===== src/rtl/vend_pkg.sv =====
// rtl/vend_pkg.sv - shared vending types: cents type, coin values, dispenser states
package vend_pkg;

  // Cents carried between the purchase logic and the change dispenser
  typedef logic [7:0] cents_t;

  // Coin face values in cents
  localparam cents_t NICKEL_C  = 8'd5;
  localparam cents_t DIME_C    = 8'd10;
  localparam cents_t QUARTER_C = 8'd25;

  // Change dispenser sequencing states
  typedef enum logic [1:0] {
    ST_IDLE,
    ST_SELECT,
    ST_EJECT,
    ST_DONE
  } disp_state_t;

  // One-hot coin selection, one bit per hopper eject line
  typedef struct packed {
    logic quarter;
    logic dime;
    logic nickel;
  } coin_sel_t;

endpackage


===== src/rtl/coin_picker.sv =====
// rtl/coin_picker.sv - greedy choice of the largest affordable coin still in stock
module coin_picker
  import vend_pkg::*;
#(
  parameter int CNT_W = 6
) (
  input  cents_t           remaining,
  input  logic [CNT_W-1:0] nickel_cnt,
  input  logic [CNT_W-1:0] dime_cnt,
  input  logic [CNT_W-1:0] quarter_cnt,
  output coin_sel_t        sel,
  output cents_t           value
);

  // Largest coin not exceeding what is owed wins; an empty hopper is skipped
  always_comb begin
    sel   = '0;
    value = '0;
    if ((remaining >= QUARTER_C) && (quarter_cnt != '0)) begin
      sel.quarter = 1'b1;
      value       = QUARTER_C;
    end else if ((remaining >= DIME_C) && (dime_cnt != '0)) begin
      sel.dime = 1'b1;
      value    = DIME_C;
    end else if ((remaining >= NICKEL_C) && (nickel_cnt != '0)) begin
      sel.nickel = 1'b1;
      value      = NICKEL_C;
    end
  end

endmodule


===== src/rtl/change_dispenser.sv =====
// rtl/change_dispenser.sv - sequences greedy coin ejection and tracks hopper inventory
module change_dispenser
  import vend_pkg::*;
#(
  parameter int NICKEL_INIT  = 20,
  parameter int DIME_INIT    = 20,
  parameter int QUARTER_INIT = 20,
  parameter int CNT_W        = 6,
  parameter int ACK_TIMEOUT  = 15
) (
  input  logic             clk,
  input  logic             clr,
  input  logic             start,
  input  logic [7:0]       change_in,
  input  logic             refill,
  input  logic             hopper_ack,
  output logic             eject_nickel,
  output logic             eject_dime,
  output logic             eject_quarter,
  output logic             busy,
  output logic             done,
  output logic             short,
  output logic             fault,
  output logic [7:0]       remaining,
  output logic [CNT_W-1:0] nickel_cnt,
  output logic [CNT_W-1:0] dime_cnt,
  output logic [CNT_W-1:0] quarter_cnt
);

  localparam int WAIT_W = (ACK_TIMEOUT > 2) ? $clog2(ACK_TIMEOUT) : 1;
  localparam logic [WAIT_W-1:0] WAIT_LAST = WAIT_W'(ACK_TIMEOUT - 1);

  localparam logic [CNT_W-1:0] N_INIT = CNT_W'(NICKEL_INIT);
  localparam logic [CNT_W-1:0] D_INIT = CNT_W'(DIME_INIT);
  localparam logic [CNT_W-1:0] Q_INIT = CNT_W'(QUARTER_INIT);

  disp_state_t       state_q, state_d;
  cents_t            rem_q, rem_d;
  logic [CNT_W-1:0]  n_q, n_d, d_q, d_d, q_q, q_d;
  coin_sel_t         eject_q, eject_d;
  cents_t            coin_val_q, coin_val_d;
  logic              pick_ready_q, pick_ready_d;
  logic [WAIT_W-1:0] wait_q, wait_d;
  logic              busy_q, busy_d;
  logic              done_q, done_d;
  logic              short_q, short_d;
  logic              fault_q, fault_d;

  coin_sel_t         pick_sel, pick_sel_q;
  cents_t            pick_val, pick_val_q;

  coin_picker #(
    .CNT_W(CNT_W)
  ) u_picker (
    .remaining  (rem_q),
    .nickel_cnt (n_q),
    .dime_cnt   (d_q),
    .quarter_cnt(q_q),
    .sel        (pick_sel),
    .value      (pick_val)
  );

  // Picker result is registered; SELECT spends one cycle letting it settle
  always_ff @(posedge clk or posedge clr) begin
    if (clr) begin
      pick_sel_q <= '0;
      pick_val_q <= '0;
    end else begin
      pick_sel_q <= pick_sel;
      pick_val_q <= pick_val;
    end
  end

  // FSM state register
  always_ff @(posedge clk or posedge clr) begin
    if (clr) begin
      state_q <= ST_IDLE;
    end else begin
      state_q <= state_d;
    end
  end

  // Registered outputs, inventory, remainder and ack wait counter
  always_ff @(posedge clk or posedge clr) begin
    if (clr) begin
      rem_q        <= '0;
      n_q          <= N_INIT;
      d_q          <= D_INIT;
      q_q          <= Q_INIT;
      eject_q      <= '0;
      coin_val_q   <= '0;
      pick_ready_q <= 1'b0;
      wait_q       <= '0;
      busy_q       <= 1'b0;
      done_q       <= 1'b0;
      short_q      <= 1'b0;
      fault_q      <= 1'b0;
    end else begin
      rem_q        <= rem_d;
      n_q          <= n_d;
      d_q          <= d_d;
      q_q          <= q_d;
      eject_q      <= eject_d;
      coin_val_q   <= coin_val_d;
      pick_ready_q <= pick_ready_d;
      wait_q       <= wait_d;
      busy_q       <= busy_d;
      done_q       <= done_d;
      short_q      <= short_d;
      fault_q      <= fault_d;
    end
  end

  // Next state and next values of every registered output
  always_comb begin
    state_d      = state_q;
    rem_d        = rem_q;
    n_d          = n_q;
    d_d          = d_q;
    q_d          = q_q;
    eject_d      = eject_q;
    coin_val_d   = coin_val_q;
    pick_ready_d = pick_ready_q;
    wait_d       = wait_q;
    busy_d       = busy_q;
    done_d       = 1'b0;
    short_d      = short_q;
    fault_d      = fault_q;

    case (state_q)
      ST_IDLE: begin
        busy_d = 1'b0;
        if (refill) begin
          n_d = N_INIT;
          d_d = D_INIT;
          q_d = Q_INIT;
        end
        if (start) begin
          rem_d        = change_in;
          short_d      = 1'b0;
          fault_d      = 1'b0;
          busy_d       = 1'b1;
          pick_ready_d = 1'b0;
          state_d      = ST_SELECT;
        end
      end

      ST_SELECT: begin
        if (!pick_ready_q) begin
          pick_ready_d = 1'b1;
        end else if (pick_sel_q != '0) begin
          eject_d    = pick_sel_q;
          coin_val_d = pick_val_q;
          wait_d     = '0;
          state_d    = ST_EJECT;
        end else begin
          short_d = (rem_q != '0);
          done_d  = 1'b1;
          state_d = ST_DONE;
        end
      end

      ST_EJECT: begin
        if (hopper_ack) begin
          // The picker only offers a coin that fits and is in stock
          rem_d = rem_q - coin_val_q;
          if (eject_q.quarter) q_d = q_q - CNT_W'(1);
          if (eject_q.dime)    d_d = d_q - CNT_W'(1);
          if (eject_q.nickel)  n_d = n_q - CNT_W'(1);
          eject_d      = '0;
          pick_ready_d = 1'b0;
          state_d      = ST_SELECT;
        end else if (wait_q == WAIT_LAST) begin
          fault_d = 1'b1;
          short_d = 1'b1;
          eject_d = '0;
          done_d  = 1'b1;
          state_d = ST_DONE;
        end else begin
          wait_d = wait_q + WAIT_W'(1);
        end
      end

      ST_DONE: begin
        busy_d  = 1'b0;
        state_d = ST_IDLE;
      end

      default: begin
        state_d = ST_IDLE;
      end
    endcase
  end

  assign eject_nickel  = eject_q.nickel;
  assign eject_dime    = eject_q.dime;
  assign eject_quarter = eject_q.quarter;
  assign busy          = busy_q;
  assign done          = done_q;
  assign short         = short_q;
  assign fault         = fault_q;
  assign remaining     = rem_q;
  assign nickel_cnt    = n_q;
  assign dime_cnt      = d_q;
  assign quarter_cnt   = q_q;

endmodule

===== config.mk =====
export PLATFORM = sky130hd
export DESIGN_NAME = change_dispenser
export DESIGN_NICKNAME = d
export VERILOG_FILES = /design/src/rtl/vend_pkg.sv /design/src/rtl/coin_picker.sv /design/src/rtl/change_dispenser.sv
export SDC_FILE = /design/constraint.sdc
export NUM_CORES = 1
export LEC_CHECK = 0
export ABC_CLOCK_PERIOD_IN_PS = 2850
export CAP_MARGIN = 20
export CORE_MARGIN = 3
export CORE_UTILIZATION = 59
export DETAILED_ROUTE_END_ITERATION = 12
export PLACE_DENSITY = 0.88
export SYNTH_ARGS = -nofsm -noshare
export SYNTH_HDL_FRONTEND = slang
export SYNTH_HIERARCHICAL = 1
export SYNTH_SLANG_ARGS = --single-unit

===== constraint.sdc =====
create_clock -name clk -period 2.85 [get_ports clk]
set_input_delay 0.285 -clock clk [delete_from_list [all_inputs] [get_ports clk]]
set_output_delay 0.285 -clock clk [all_outputs]
set_load 0.02 [all_outputs]

==> results of run 1 <==
## worst max path at each step
| stage | from | to | slack [ns] | cells after the start |
|---|---|---|---|---|
| global route | state_q[0]$_DFFE_PP0P_ | remaining[5]$_DFFE_PP0P_ | 0.25 | 7 |
| CTS | state_q[0]$_DFFE_PP0P_ | remaining[7]$_DFFE_PP0P_ | 0.52 | 7 |
| floorplan | remaining[0]$_DFFE_PP0P_ | remaining[6]$_DFFE_PP0P_ | 0.78 | 9 |
| global placement | hopper_ack | remaining[7]$_DFFE_PP0P_ | 0.66 | 6 |
| detailed placement | state_q[0]$_DFFE_PP0P_ | remaining[7]$_DFFE_PP0P_ | 0.58 | 7 |
| finish | state_q[0]$_DFFE_PP0P_ | remaining[7]$_DFFE_PP0P_ | 0.49 | 7 |
## power groups by stage
stage	sequential (mW)	combinational, mW	clock (mW)
after global routing	1.56	2.69	0.856
after detailed placement	1.50	2.39	0
final	1.50	2.44	0.806
after CTS	1.49	2.43	0.811
after global placement	1.48	2.29	0
after floorplan	1.63	1.49	0
## critical path: stages (launching register included)
cell	delay, ns
dfrtp_1	0.43
inv_1	0.14
ha_1	0.43
nor2b_1	0.41
or3_1	0.45
o21ai_0	0.17
nand4b_1	0.12
o211a_1	0.14
## layout by cell type (no fill, tap or decap), types with 3 or more instances in the layout
master and count:
a21oi_1 17, buf_4 5, clkbuf_8 12, clkdlybuf4s50_1 45, conb_1 3, dfrtp_1 53
dfstp_2 6, ha_1 17, inv_1 23, mux2_2 9, mux2i_1 6, nand2_1 21
nand2b_1 11, nand3_1 10, nand3b_1 7, nand4_1 3, nand4b_1 3, nor2_1 20
nor2b_1 5, nor3_1 6, nor3b_1 3, nor4_1 7, o21ai_0 24, o31ai_1 3
or3_1 3, or4_1 4, xnor2_1 8, xor2_1 9
## state kept, by name, indices dropped and copies added (netlist names)
name and count:
busy 1, pick_val_q 8, dime_cnt 6, done 1
remaining 8, state_q 2, quarter_cnt 6, pick_ready_q 1
fault 1, wait_q 4, eject_dime 1, eject_quarter 1
nickel_cnt 6, pick_sel_q 3, eject_nickel 1, short 1
coin_val_q 8
## routing by layer
layer	GRT usage [%]	part of all wire [%]	vias to the layer above	wire (um)
met1	32.6	42	1281	3140
li1	-	-	1242	-
met2	40.9	49	95	3610
met3	7.74	7.0	20	521
met5	0	0	-	0
met4	10.1	1.7	0	124
## logic make-up (layout without fill, tap and decap cells)
logic type	count (synthesis)	in the layout	share of synthesized area, %
AND/OR/NAND/NOR	115	115	19.8
AO/OA/AOI/OAI	63	63	12.1
flip-flops	59	59	45.7
buffers and inverters	38	91	5.16
adder cells (fa/ha/maj)	18	18	7.16
XOR/XNOR	17	17	4.58
multiplexers	16	16	5.43
other	1	3	0.115
## layout make-up
type	count	share of cell area [%]
multi-input combinational	232	40.4
sequential	59	37.4
timing repair buffer	50	12.3
clock buffer	12	4.16
inverter	25	2.36
tap	70	2.21
clock inverter	4	1.20
## through the flow
step	setup slack, ns	cell area (um2)	hold slack, ns	utilization [%]
finish	0.492	3970	0.461	76.3
global route	0.254	3970	0.494	76.3
CTS	0.523	3970	0.480	76.3
detailed placement	0.579	3760	0.465	72.2
global placement	0.658	3760	0.457	72.2
floorplan	0.776	3260	0.433	-
==> impl_results.md, run 1 <==
* TritonRoute pass-1 iters at 4
* Setup TNS at 0 ns
* P_leak at 1.72 nW
* Post-synthesis sequential area ratio at 45.7%
* Initial antenna violation count at 0
* Vias at 2638
* Site row count at 26
* Critical Path RT at 3.14 ns
* Clock share of power at 17.0%
* Mapped Area at 3250 um2
* Worst r2r src: state_q[0]$_DFFE_PP0P_
* Worst-path fanout max at 13
* NetSw at 2.02 mW
* Share of power burned in registers at 31.6%
* Vias per cell at 5.84
* Least-Margin Pin Slew at 0.900 ns
* Area growth, synth to finish at 22.2%
* Max-slew violation count at 0
* Syn avg cell area at 9.94 um2
* Number of global-route vias before repair at 2639
* Slew margin rel. at 39.9%
* RePlAce Congestion at 0.818
* First-pass GRT wire length at 12600 um
* DP HPWL at 5200 um
* WL/cell at 16.4 um
* Hold buffers post-CTS at 0
* Worst reg2reg setup slack at 0.49 ns
* Status: complete, no violations
* Final wirelength at 7400 um
* Num CTS Buffers at 9
* Synth Register Bits at 59
* Post-CTS setup buffers at 0
* Combinational share of power at 51.4%
* GR Overflow Total at 0
* Count leader, synth: dfrtp_1
* Critical path class: reg -> reg
* Final Hold Viols at 0
* Number of distinct library cells after synthesis at 57
* Worst min path class: in -> async
* Cell taking the most area after synthesis: dfrtp_1
* H-tree level count at 3
* Fmax at 0.424 GHz
* Post-placement cell count at 436
* Pwr dens at 1190 nW/um2
* Layout cells sized above 1 at 12.0%
* Layout Cells excl Fill at 452
* Worst ir drop on vdd at 0.721 mV
* Clock Tree Root: clkbuf_8
* Port bufs at 45
* DIE HEIGHT at 80.2 um
* Post-route DRC at 0
* Post-cts resize count at 0
* Antenna-violating nets left at 0
* Inserted Diodes at 0
* Yosys warns at 6
* Die Wd at 80.2 um
* Post-synth EDFFs at 0
* Internal at 2.72 mW
* Clock period minus worst slack at 2.36 ns
* RSZ-0062 raised after global routing: false
* Die footprint at 6430 um2
* CP Capture Type: register
* Largest net degree at the start of global routing at 46
* Register Area at 1480 um2
* FF-to-FF End: remaining[7]$_DFFE_PP0P_
* R2r worst-path depth at 7
* Initial Utilization at 62.4%
* Sink Count at 59
* Ys flop type: dfrtp_1
* Multi-input logic area at 1610 um2
* Crit share post-route at 82.7%
* Endpoints failing setup at 0
* Startpoint Class: register
* Global Route Usage Sum at 25.6%
* Clk_lat worst skew at 0.34 ns
* CTS tree: done
* Max-Cap Viols at 0
* Final net count at 408
* Commonest cells in the synthesized netlist: dfrtp_1, inv_1, o21ai_0, nand2_1, nor2_1
* Ys async rst share at 100%
* Core area at 5200 um2
* FILL cells at 345
* Top post-synthesis cells by area: dfrtp_1, ha_1, dfstp_2, o21ai_0, mux2_2
* WP data arrival at 2.64 ns
* I/O pin count at 46
* Iteration-0 DRC Markers at 191
* Clk buf depth at 2
* Top cell type's share of synthesized area at 40.8%
* Total power at 4.74 mW
* CTS clk-pin slew, worst paths at 0.07 ns
* Skew final at 0.00827 ns
* Switching share of power at 42.7%
* Synth Instances at 327
Power figures use the tool's default switching activity.
==> inputs of run 2 (changes only) <==
--- a/config.mk
+++ b/config.mk
@@ -5,12 +5,12 @@
 export SDC_FILE = /design/constraint.sdc
 export NUM_CORES = 1
 export LEC_CHECK = 0
-export ABC_CLOCK_PERIOD_IN_PS = 2850
+export ABC_CLOCK_PERIOD_IN_PS = 2300
 export CAP_MARGIN = 20
 export CORE_MARGIN = 3
-export CORE_UTILIZATION = 59
+export CORE_UTILIZATION = 55
 export DETAILED_ROUTE_END_ITERATION = 12
-export PLACE_DENSITY = 0.88
+export PLACE_DENSITY = 0.83
 export SYNTH_ARGS = -nofsm -noshare
 export SYNTH_HDL_FRONTEND = slang
 export SYNTH_HIERARCHICAL = 1
==> constraint.sdc (replaced) <==
create_clock -name clk -period 2.3 [get_ports clk]
set_input_delay 0.23 -clock clk [delete_from_list [all_inputs] [get_ports clk]]
set_output_delay 0.23 -clock clk [all_outputs]
set_load 0.02 [all_outputs]
==> impl_results.md, run 2 (synthesis results as in run 1) <==
* Slew margin rel. at 64.4% (+24 points)
* Switching share of power at 42.1% (-0.58 points)
* Fmax at 0.468 GHz (+10%)
* Number of global-route vias before repair at 2687 (+1.8%)
* Max-slew violation count at 0 (unchanged)
* Clk buf depth at 2 (unchanged)
* Port bufs at 45 (unchanged)
* Largest net degree at the start of global routing at 28 (-39%)
* Endpoints failing setup at 0 (unchanged)
* Initial antenna violation count at 0 (unchanged)
* CP Capture Type: register
* RePlAce Congestion at 0.859 (+4.9%)
* Setup TNS at 0 ns (unchanged)
* Max-Cap Viols at 0 (unchanged)
* Layout cells sized above 1 at 13.2% (+1.2 points)
* Share of power burned in registers at 30.2% (-1.4 points)
* Post-route DRC at 0 (unchanged)
* Clk_lat worst skew at 0.34 ns (about the same)
* Global Route Usage Sum at 23.8% (-1.9 points)
* Startpoint Class: register
* First-pass GRT wire length at 13200 um (+5.0%)
* Internal at 3.52 mW (+29%)
* Sink Count at 59 (unchanged)
* Inserted Diodes at 0 (unchanged)
* Final Hold Viols at 0 (unchanged)
* Area growth, synth to finish at 24.4%
* GR Overflow Total at 0 (unchanged)
* Fin util at 72.1% (-4.2 points)
* Antenna-violating nets left at 0 (unchanged)
* Final net count at 412 (+0.98%)
* Skew final at 0.00909 ns (+0.000822 ns)
* WP data arrival at 2.36 ns (-0.28 ns)
* Worst-path fanout max at 5 (-8)
* RSZ-0062 raised after global routing: false
* Vias at 2675 (+1.4%)
* CTS clk-pin slew, worst paths at 0.07 ns (about the same)
* WL/cell at 16.4 um (about the same)
* Clock share of power at 17.9% (+0.9 points)
* Combinational share of power at 51.8% (+0.4 points)
* Final wirelength at 7500 um (+1.3%)
* Clock period minus worst slack at 2.14 ns (-0.220 ns)
* Site row count at 27 (+3.8%)
* Worst ir drop on vdd at 0.794 mV (+10%)
* DIE HEIGHT at 82.9 um (+3.3%)
* NetSw at 2.56 mW (+26%)
* I/O pin count at 46 (unchanged)
* P_leak at 1.74 nW (+1.7%)
* Clock Tree Root: clkbuf_8
* TritonRoute pass-1 iters at 4 (unchanged)
* Die footprint at 6870 um2 (+6.7%)
* Critical path class: reg -> reg
* Critical Path RT at 2.52 ns (-0.62 ns)
* Vias per cell at 5.84 (about the same)
* Num CTS Buffers at 9 (unchanged)
* Pwr dens at 1500 nW/um2 (+26%)
* Commonest non-fill, non-tap cell in the layout: dfrtp_1
* Iteration-0 DRC Markers at 177 (-7.3%)
* Worst min path class: in -> async
* DP HPWL at 5400 um (+3.8%)
* H-tree level count at 3 (unchanged)
* Hold buffers post-CTS at 0 (unchanged)
* Crit share post-route at 93.0% (+10 points)
* Total power at 6.07 mW (+28%)
* Most frequent cells in the layout: dfrtp_1, clkdlybuf4s50_1, o21ai_0
* Worst reg2reg setup slack at 0.16 ns (-0.33 ns)
* FILL cells at 435 (+26%)
* Core area at 5610 um2 (+7.7%)
* Status: complete, no violations
* CTS tree: done
* Multi-input logic area at 1620 um2 (+0.62%)
* Initial Utilization at 57.9% (-4.5 points)
* Die Wd at 82.9 um (+3.3%)
* Least-Margin Pin Slew at 0.530 ns (-0.370 ns)
* Register Area at 1480 um2 (unchanged)
[run 2: worst paths after layout]
kind	startpoint	to	cells past startpoint
min in group clk	pick_val_q[6]$_DFF_PP0_	coin_val_q[6]$_DFFE_PP0P_	1
hold reg to reg	pick_val_q[6]$_DFF_PP0_	coin_val_q[6]$_DFFE_PP0P_	1
hold / removal	clr	nickel_cnt[3]$_DFFE_PP0P_	2
setup reg to reg	remaining[0]$_DFFE_PP0P_	remaining[6]$_DFFE_PP0P_	9
setup / recovery	remaining[0]$_DFFE_PP0P_	remaining[6]$_DFFE_PP0P_	9
max in group asynchronous	clr	nickel_cnt[4]$_DFFE_PP1P_	3
[run 2: final cells by class]
cell class / count / area share [%]
clock buffer: 12 / 3.84
tap: 72 / 2.23
sequential: 59 / 36.7
multi-input combinational: 232 / 40.0
inverter: 25 / 2.32
clock inverter: 4 / 1.80
timing repair buffer: 54 / 13.1
[run 2: power by group through the flow]
stage          sequential (mW)  clock, mW  combinational [mW]
3_5_place_dp              1.85          0                3.05
5_1_grt                   1.89       1.15                3.49
6_report                  1.84       1.09                3.15
3_3_place_gp              1.83          0                2.95
2_1_floorplan             2.02          0                1.85
4_1_cts                   1.83       1.10                3.10
[run 2: per-layer routing]
layer	vias up	track usage [%]	wire length [um]	share of wire, %
li1	1250	-	-	-
met5	-	0	0	0
met4	0	12.0	214	2.9
met2	103	37.8	3620	48
met1	1301	31.0	3260	43
met3	21	4.46	406	5.4
[run 2: per-stage QoR]
stage,std cells,hold slack [ns],area (um2),worst slack [ns]
after floorplan,329,0.378,3260,0.226
after global placement,441,0.459,3800,0.269
after detailed placement,441,0.467,3800,0.195
after CTS,457,0.223,4020,0.0722
after global routing,458,0.244,4040,0.0128
final,458,0.217,4040,0.162
[run 2: what timing repair did]
item / 4_1_cts / 5_1_grt
setup buffers: 0 / 1
resized for setup: 0 / 2
endpoints found under the setup margin: 0 / 3
[run 2: critical path, stage by stage, from the launching register on]
cell and delay [ns]:
dfrtp_1 0.42, inv_1 0.10, ha_1 0.16, inv_1 0.05, fa_1 0.43, a211oi_2 0.23, o21bai_1 0.11, a21oi_1 0.17
mux2i_1 0.09, a211o_1 0.27
==> RTL change: new RTL, settings of run 2 <==
Put one more register stage on the output `dime_cnt`, cleared by the reset. The value now appears one clock later. The other outputs are not delayed to match.
--- a/src/rtl/change_dispenser.sv
+++ b/src/rtl/change_dispenser.sv
@@ -34,6 +34,8 @@
   localparam logic [CNT_W-1:0] D_INIT = CNT_W'(DIME_INIT);
   localparam logic [CNT_W-1:0] Q_INIT = CNT_W'(QUARTER_INIT);
 
+  logic [CNT_W-1:0] dime_cnt_d;
+
   disp_state_t       state_q, state_d;
   cents_t            rem_q, rem_d;
   logic [CNT_W-1:0]  n_q, n_d, d_q, d_d, q_q, q_d;
@@ -201,7 +203,15 @@
   assign fault         = fault_q;
   assign remaining     = rem_q;
   assign nickel_cnt    = n_q;
-  assign dime_cnt      = d_q;
+  assign dime_cnt_d    = d_q;
   assign quarter_cnt   = q_q;
 
+  always_ff @(posedge clk or posedge clr) begin
+    if (clr) begin
+      dime_cnt <= '0;
+    end else begin
+      dime_cnt <= dime_cnt_d;
+    end
+  end
+
 endmodule
Function: changed (Yosys sat finds a counterexample within 4 cycles, from zero or initial values).
==> RTL change against run 2 <==
Cell area rose by 2.4%. Routed wire length fell by 5.2%. Worst setup slack improved by 0.054 ns. Via count fell by 4.1%. Maximum frequency rose by 2.6%. Sequential cell count rose by 6. Count of clock-buffer cells in the layout fell by 2. First-iteration DRC count fell by 33%. Combinational power fell by 6%. Total power fell by 2.9%. Synthesized area rose by 4.6%. Critical path depth did not move. Critical endpoint unchanged.
==> RTL change: results (changes against run 2) <==
- Count of multi-input gates: 228 (-1.7%)
- DR iter-0 viols: 119 (-33%)
- DR WL met2: 3490 um (-3.6%)
- Lkg Pwr: 1.81 nW (+3.5%)
- Gr usage total: 21.9% (-1.8 points)
- Period utilisation layout: 90.6% (-2.3 points)
- Synth top area cells: dfrtp_1 43%, ha_1 6.3%, dfstp_2 4.6%
- CP Data Arrival Time: 2.32 ns (-0.04 ns)
- Final wirelength: 7110 um (-5.2%)
- GRT met3 Usage: 6.48% (+2.0 points)
- Largest net degree at the start of global routing: 47 (+68%)
- M1 WL: 3090 um (-5.0%)
- Clock Sinks: 65 (+10%)
- Number of global-route vias before repair: 2582 (-3.9%)
- Bufs w/o clock: 51 (-5.6%)
- HPWL Detailed: 5110 um (-5.4%)
- Fraction of area in registers: 39.5% (+2.8 points)
- Placed Instances: 441 (unchanged)
- Dpl cell area: 3930 um^2 (+3.5%)
- Internal power: 3.42 mW (-2.6%)
- Ys async rst share: 100% (unchanged)
- Post-Layout Cell Count: 457 (-0.22%)
- First-pass GRT wire length: 12500 um (-5.7%)
- Sequential Power Share: 32.9% (+2.7 points)
- GRT met1 Usage: 29.2% (-1.9 points)
- Buffering overhead: 12.3% (-0.85 points)
- Worst path slowest cell: fa_1
- Status: completed
- Origin of the critical flop-to-flop path: remaining[0]$_DFFE_PP0P_
- Invs w/o clock: 22 (-12%)
- Vias per std cell: 5.61 (-3.9%)
- Slew Limit Fails: 0 (unchanged)
- Port buffer count: 45 (unchanged)
- Slew headroom: 65.5% (+1.1 points)
- Power after layout: 5.89 mW (-2.9%)
- N_diodes: 0 (unchanged)
- Clock Tree Root: clkbuf_8
- CTS clk-pin slew, worst paths: 0.08 ns
- WHS: 0.198 ns (-0.0195 ns)
- Fin nets: 408 (-0.97%)
- Post-synthesis cell type count: 59 (+3.5%)
- Setup Skew: 0.00879 ns (-0.000299 ns)
- Layout cells sized above 1: 13.4% (+0.14 points)
- Synth cell count leaders: 59 x dfrtp_1, 25 x nand2_1, 22 x o21ai_0
- Post-synthesis sequential area ratio: 48.1% (+2.4 points)
- Area of the multi-input gates: 1620 um^2 (about the same)
- Multi-input combinational area share: 39.1% (-0.91 points)
- Horiz. Die Dim: 84.6 um (+2.1%)
- Filler cells: 465 (+6.9%)
- Comb power: 2.97 mW (-6%)
- Peak VDD IR: 971 uV (+22%)
- Setup WS pre-CTS: 0.200 ns (+0.00470 ns)
- Final clock-cell share: 4.93% (-0.71 points)
- Post-Syn Area per Cell: 10.4 um^2 (+4.6%)
- Grt met2 use: 34.7% (-3.0 points)
- DR WL met3: 455 um (+12%)
- Hold crit path type: in -> async
- Gpl congestion: 0.872 (+1.5%)
- CLK BUF: 10 (-2)
-- RTL change: changes by cell type in the layout (fill, tap and decap cells not counted), moves of 3 or more --
cell | before | now
or4_1 | 4 | 1
buf_4 | 8 | 5
dfrtp_1 | 53 | 59
inv_1 | 23 | 20
nand2_1 | 21 | 25
a22o_1 | 0 | 7
a21oi_1 | 17 | 6
nand2b_1 | 11 | 7
nor3_1 | 6 | 11
-- RTL change: what timing repair did --
item	CTS	global route
hold buffers	0	0
resized for setup	0	1
setup endpoints to repair	0	1
-- RTL change: cells by family (layout without fill, tap and decap cells) --
group | after synthesis | in the layout | synth area share (%)
flip-flops | 65 | 65 | 48.1
AND/OR/NAND/NOR | 110 | 110 | 17.6
buffers and inverters | 36 | 89 | 4.71
other | 1 | 3 | 0.110
adder cells (fa/ha/maj) | 18 | 18 | 6.85
XOR/XNOR | 16 | 16 | 4.12
multiplexers | 16 | 16 | 5.12
AO/OA/AOI/OAI | 65 | 65 | 13.4
